===== src/rtl/booth_mult_seq.sv =====
// Sequential radix-2 Booth multiplier: one add/shift step per clock over WIDTH+1-bit
// extended operands, with a start/busy/done handshake and a held hi/low result.
module booth_mult_seq #(
    parameter int WIDTH = 32
) (
    input  logic             clk,
    input  logic             reset,
    input  logic             start,
    input  logic             is_signed,
    input  logic [WIDTH-1:0] value_A_Mc,
    input  logic [WIDTH-1:0] value_B_Mp,
    output logic             busy,
    output logic             done,
    output logic [WIDTH-1:0] hi,
    output logic [WIDTH-1:0] low
);

    localparam int E  = WIDTH + 1;
    localparam int CW = $clog2(E + 1);

    typedef enum logic {
        IDLE,
        RUN
    } state_t;

    state_t           state_q, state_d;
    logic [CW-1:0]    cnt_q, cnt_d;
    logic [E-1:0]     a_q, a_d;
    logic [E-1:0]     q_q, q_d;
    logic             q1_q, q1_d;
    logic [E-1:0]     m_q, m_d;
    logic [E-1:0]     negm_q, negm_d;
    logic [WIDTH-1:0] hi_q, hi_d;
    logic [WIDTH-1:0] low_q, low_d;
    logic             done_q, done_d;

    logic [E-1:0]     mcExt;
    logic [E-1:0]     mpExt;
    logic [E-1:0]     sum;

    // The extra bit lets one signed Booth datapath serve unsigned operands too.
    always_comb begin
        mcExt = is_signed ? {value_A_Mc[WIDTH-1], value_A_Mc} : {1'b0, value_A_Mc};
        mpExt = is_signed ? {value_B_Mp[WIDTH-1], value_B_Mp} : {1'b0, value_B_Mp};
    end

    always_comb begin
        state_d = state_q;
        cnt_d   = cnt_q;
        a_d     = a_q;
        q_d     = q_q;
        q1_d    = q1_q;
        m_d     = m_q;
        negm_d  = negm_q;
        hi_d    = hi_q;
        low_d   = low_q;
        done_d  = 1'b0;
        sum     = a_q;

        case (state_q)
            IDLE: begin
                if (start) begin
                    state_d = RUN;
                    cnt_d   = '0;
                    a_d     = '0;
                    q_d     = mpExt;
                    q1_d    = 1'b0;
                    m_d     = mcExt;
                    negm_d  = {E{1'b0}} - mcExt;
                end
            end
            RUN: begin
                case ({q_q[0], q1_q})
                    2'b10:   sum = a_q + negm_q;
                    2'b01:   sum = a_q + m_q;
                    default: sum = a_q;
                endcase
                a_d   = {sum[E-1], sum[E-1:1]};
                q_d   = {sum[0], q_q[E-1:1]};
                q1_d  = q_q[0];
                cnt_d = cnt_q + CW'(1);
                // Product bits [2W-1:W] straddle the A/Q boundary after the last shift.
                if (cnt_q == CW'(E - 1)) begin
                    hi_d    = {a_d[WIDTH-2:0], q_d[WIDTH]};
                    low_d   = q_d[WIDTH-1:0];
                    done_d  = 1'b1;
                    state_d = IDLE;
                end
            end
            default: state_d = IDLE;
        endcase
    end

    always_ff @(posedge clk or posedge reset) begin
        if (reset) begin
            state_q <= IDLE;
            cnt_q   <= '0;
            a_q     <= '0;
            q_q     <= '0;
            q1_q    <= 1'b0;
            m_q     <= '0;
            negm_q  <= '0;
            hi_q    <= '0;
            low_q   <= '0;
            done_q  <= 1'b0;
        end else begin
            state_q <= state_d;
            cnt_q   <= cnt_d;
            a_q     <= a_d;
            q_q     <= q_d;
            q1_q    <= q1_d;
            m_q     <= m_d;
            negm_q  <= negm_d;
            hi_q    <= hi_d;
            low_q   <= low_d;
            done_q  <= done_d;
        end
    end

    assign busy = (state_q == RUN);
    assign done = done_q;
    assign hi   = hi_q;
    assign low  = low_q;

endmodule


===== config.mk =====
export PLATFORM = sky130hd
export DESIGN_NAME = booth_mult_seq
export DESIGN_NICKNAME = d
export VERILOG_FILES = /design/src/rtl/booth_mult_seq.sv
export SDC_FILE = /design/constraint.sdc
export NUM_CORES = 1
export LEC_CHECK = 0
export CELL_PAD_IN_SITES_DETAIL_PLACEMENT = 1
export CELL_PAD_IN_SITES_GLOBAL_PLACEMENT = 1
export CORE_UTILIZATION = 32
export DETAILED_ROUTE_END_ITERATION = 12
export DONT_BUFFER_PORTS = 1
export PLACE_DENSITY_LB_ADDON = 0.1
export SYNTH_ARGS = -nofsm -noshare
export SYNTH_HDL_FRONTEND = slang
export SYNTH_SLANG_ARGS = --single-unit

===== constraint.sdc =====
create_clock -name clk -period 9.8 [get_ports clk]
set_input_delay 2.94 -clock clk [delete_from_list [all_inputs] [get_ports clk]]
set_output_delay 2.94 -clock clk [all_outputs]
set_load 0.02 [all_outputs]

After elaboration in Yosys (flattened, before gate mapping). Cells that the tools add are included.

Add/subtract/negate cells: 4. Bitwise logic cells: 1. Mux-type cells: 16. Eq/ne operators: 4. Reduce and logical (&&, ||, !) cells: 2.

Operator list (number): $pmux W33 S2 (3); $mux W33 (4); $add A33 B33 Y33 (2); $sub A1 B33 Y33 const A (1); $pmux W6 S2 (1); $add A6 B1 Y6 const B (1); $eq A6 B6 Y1 const B (1); $mux W6 (1); $mux W1 (5); $pmux W1 S2 (2); $reduce_and A2 Y1 (2); $eq A2 B1 Y1 const B (1); $eq A2 B2 Y1 const B (1); $ne A2 B2 Y1 const B (1); $not A1 Y1 (1).

Logic and storage cells: 37. Bits in registers: 205. Bits of input ports: 68.

Longest topological paths before layout.
Depth in word-level cells: 3. Gate-level depth with buffers: 16. Gate-level depth less buffers: 13.

Least setup slack after synthesis. OpenSTA, ideal clock, no wires.

Path kind: input to register. Start: input value_A_Mc[3]. End: register negm_q[24]. Cell stages on the path: 8. Arrival: 4875 ps. Data required time: 9673 ps. Path slack: 4798 ps. Library setup time: 127 ps. Cells stage by stage: or4_4 > or3_4 > or4_4 > nor2_8 > nand2_4 > nor2_1 > xor2_1 > o21ai_1.

Cells in the longest elaborated chain, start to end: 2.

RTL lines: from (decl) (line 10) `input logic [WIDTH-1:0] value_A_Mc,`; $mux W33 (line 43) `mcExt = is_signed ? {value_A_Mc[WIDTH-1], value_A_Mc} : {1'b0, value_A_Mc};`; $sub A1 B33 Y33 (line 69) `negm_d = {E{1'b0}} - mcExt;`; to (signal assigned) (line 113) `negm_q <= negm_d;`; to (decl) (line 32) `logic [E-1:0] negm_q, negm_d;`.

Every way passes these cells. A chain may end at the register's enable or synchronous reset.

Final worst setup path.
Start: input value_A_Mc[3]. End: register negm_q[23].

The elaborated chain is that of the path after synthesis.

==> metrics.txt <==
number of routed nets with antenna violations=0; number of global-route vias before repair=just over 8,000; CTS resizes=0; DR vias/cell=roughly 5.1; count of flip-flops with a built-in enable after synthesis=0; critical path arrival=just over 5000 ps; Relative slew margins=0.369; Num CTS Buffers=26; number of diodes=0; setup tns final=0 ps; highest net fanout along the worst path=6; router iterations before antenna repair=4; area of placed instances=0.0111 mm²; critical path's top delay family=simple AND/OR/NAND/NOR gates; Synth-to-Final Area Change=12.1%; final worst slack=5120 ps; global-route wire length before repair=47,900 µm; H-tree lvl count=1; most frequent cells in the layout=sky130_fd_sc_hd__nand2_1, sky130_fd_sc_hd__dfrtp_1, sky130_fd_sc_hd__o21ai_0; TritonCTS clock tree=yes; CTS Hold Buffers Added=0; latest clock arrival within the worst-skew pair=about 550 ps; layout cell share with drive strength beyond 1=0.138; post-synthesis sequential area ratio=0.474; run status=finished, final reports clean; root buf cell=sky130_fd_sc_hd__clkbuf_16; area share of fa/ha/maj cells after synthesis=0.0439; finished layout cell area=0.0120 mm²; RSZ-0062 raised after global routing=false; total global routing track utilization=0.179; worst voltage drop across the vdd grid=0.164 mV; mux share of post-synthesis cell area=0.125; TritonCTS sink count=around 200; Fmax achieved=214 MHz; die height=about 180 µm; number of ports placed on the die boundary=134; Final Hold Fails=0; number of distinct library cell variants in the gate-level netlist after synthesis=65; routed wire length=~30,000 µm; number of vias after detailed routing=roughly 8,000; Post-Route Skew=about 26 ps; Combinational Power Share=0.459; standard-cell rows=66; net count after synthesis=1,200; average wire length per cell after detail routing=19.2 µm; worst setup slack before clock tree synthesis=4520 ps; pin count of the biggest net entering global routing=100; die area=between 0.03 and 0.04 mm²; Synth Area in XOR/XNOR=0.0425; internal power=2800 µW; Worst-Margin Slew=947 ps; Core ar.=0.0327 mm²; die width=185 µm; number of storage elements in the synthesis netlist=203; maximum cell stage delay along the critical path=540 ps; Gate Count Post-Synth=1,095; CP max-delay cell=sky130_fd_sc_hd__or4_4; proportion of register bits with asynchronous set or reset after synthesis=1.00; Worst Path Class, Setup=input pin to flip-flop; main combinational cell family by area after synthesis=simple AND/OR/NAND/NOR gates; CTS clk-pin slew, worst paths=around 60 ps; minimum period implied by the final worst setup slack=approximately 4700 ps; clock network fraction of design power=0.198; number of nets in the finished design=~1,200; data required time of the worst path=10,180 ps; routability congestion estimate from global placement=~0.77; worst reg2reg setup slack=5290 ps; Initial Utilization=0.328; element type at the critical path start=input pin; pwr dens=410 mW/mm²; sequential group share of total power=0.343; maximum clock path buffer count=3; total setup buffers inserted after CTS=0; initial detailed-routing violation count=313; leakage power total=about 0.0056 µW; number of buffer and inverter stages on the critical path=0; Pins Over Slew Limit=0; number of max-cap violations=0; switch share=0.431; Yosys warning total=0; net load switching power=2120 µW; most frequent standard cell in the layout excluding fill and tap cells=sky130_fd_sc_hd__nand2_1; final-report setup violation count=0; per-instance average area after synthesis=between 9 and 10 µm²; overflow left after global routing=0; type of destination of the critical path=flip-flop; remaining routing DRC violations=0; area of the mapped netlist=0.0107 mm²; area fraction in compound gates after synthesis=0.140; cells traversed along the worst timing path=or4_4 -> or3_4 -> nor2_2 -> nand2_2 -> nor2_1 -> nand2_1 -> nor4_1 -> xor2_1 -> o21ai_0; class of the tightest hold or removal check=flip-flop to flip-flop; simple-gate portion of the synthesized area=0.147; # port buffers=0; post-route clock period utilization=0.478; antenna violations before repair=0; prevailing post-synth register cell=sky130_fd_sc_hd__dfrtp_1; half-perimeter wire length of the detailed placement result=20,200 µm
[state kept, by name, indices dropped and copies added, names as in the netlist]
register	cells
low	32
negm_q	32
a_q	32
cnt_q	6
hi	32
done	1
busy	1
q_q	33
m_q	33
q1_q	1
[power groups by stage]
stage	clock network, µW	registers, µW	logic, µW
finish	975	1690	2260
global route	1040	1750	2580
CTS	1010	1700	2300
detailed placement	0	1700	2290
global placement	0	1710	2250
floorplan	0	1580	1750
[worst reg2reg max path, stage by stage, from the launching register on]
cell,delay (ps)
sky130_fd_sc_hd__dfrtp_1,380
sky130_fd_sc_hd__inv_1,100
sky130_fd_sc_hd__ha_1,150
sky130_fd_sc_hd__buf_4,440
sky130_fd_sc_hd__mux2_2,460
sky130_fd_sc_hd__fa_1,470
sky130_fd_sc_hd__a211oi_1,310
sky130_fd_sc_hd__o21ai_0,260
sky130_fd_sc_hd__a32oi_1,370
sky130_fd_sc_hd__a211oi_2,210
sky130_fd_sc_hd__a211oi_1,440
sky130_fd_sc_hd__o21ai_0,210
sky130_fd_sc_hd__xnor2_1,170
sky130_fd_sc_hd__o21ai_0,130
sky130_fd_sc_hd__mux2_2,300
[cells in the mapped netlist (5+ instances only)]
cell	n	area share
sky130_fd_sc_hd__mux2_2	82	0.086
sky130_fd_sc_hd__clkbuf_1	47	0.016
sky130_fd_sc_hd__nand3_1	9	0.0042
sky130_fd_sc_hd__ha_1	36	0.042
sky130_fd_sc_hd__buf_1	7	0.0025
sky130_fd_sc_hd__dfrtp_1	203	0.47
sky130_fd_sc_hd__nand2b_1	5	0.0029
sky130_fd_sc_hd__a21oi_1	32	0.015
sky130_fd_sc_hd__mux2i_1	42	0.039
sky130_fd_sc_hd__o31ai_1	5	0.0035
sky130_fd_sc_hd__a211oi_1	6	0.0042
sky130_fd_sc_hd__nor4_1	6	0.0035
sky130_fd_sc_hd__xor2_1	28	0.023
sky130_fd_sc_hd__o21ai_0	137	0.064
sky130_fd_sc_hd__inv_1	15	0.0053
sky130_fd_sc_hd__nor2b_1	5	0.0029
sky130_fd_sc_hd__a31oi_1	5	0.0029
sky130_fd_sc_hd__a21o_1	21	0.015
sky130_fd_sc_hd__a22o_1	13	0.011
sky130_fd_sc_hd__xnor2_1	24	0.020
sky130_fd_sc_hd__nor3_1	10	0.0047
sky130_fd_sc_hd__nor2_1	39	0.014
sky130_fd_sc_hd__nand2_1	242	0.085
[kinds of logic after synthesis]
family | count (synthesis)
fa+ha+maj | 37
compound gates | 251
xor+xnor | 52
simple gates | 354
mux | 124
flops | 203
buf+inv | 74
[stage by stage]
step           total power [µW]  utilization  hold slack [ps]  cells
5_1_grt                    5380        0.367              512   1535
4_1_cts                    5010        0.367              479   1535
6_report                   4920        0.367              475   1535
3_5_place_dp               3990        0.340              466   1489
3_3_place_gp               3950        0.340              459   1489
2_1_floorplan              3330            -              444   1095
[routing by layer]
layer  wire (µm)  GRT usage  vias up
li1            -          -     3781
met4         454     0.0321        0
met2       12600      0.275      142
met5           0          0        -
met3        1960     0.0515       28
met1       14500      0.251     3832
[worst paths after layout]
check                                        from                     end  cells after the start
max                                 value_A_Mc[3]  negm_q[23]$_DFFE_PP0P_                      9
min                        negm_q[19]$_DFFE_PP0P_  negm_q[19]$_DFFE_PP0P_                      2
max reg2reg                    q_q[0]$_DFFE_PP0P_      hi[30]$_DFFE_PP0P_                     14
min reg2reg                negm_q[19]$_DFFE_PP0P_  negm_q[19]$_DFFE_PP0P_                      2
max in group asynchronous                   reset       hi[8]$_DFFE_PP0P_                      2
min in group asynchronous                   reset   negm_q[1]$_DFFE_PP0P_                      1
[area by class of cell]
type	instances	area, µm²
Multi-Input combinational cell	818	5360
Clock buffer	41	777
Timing Repair Buffer	9	67.6
Tap cell	442	553
Clock inverter	5	100
Sequential cell	203	5080
Fill cell	3743	20700
Inverter	17	71.3
No activity file was read; power rests on OpenSTA's default activity.
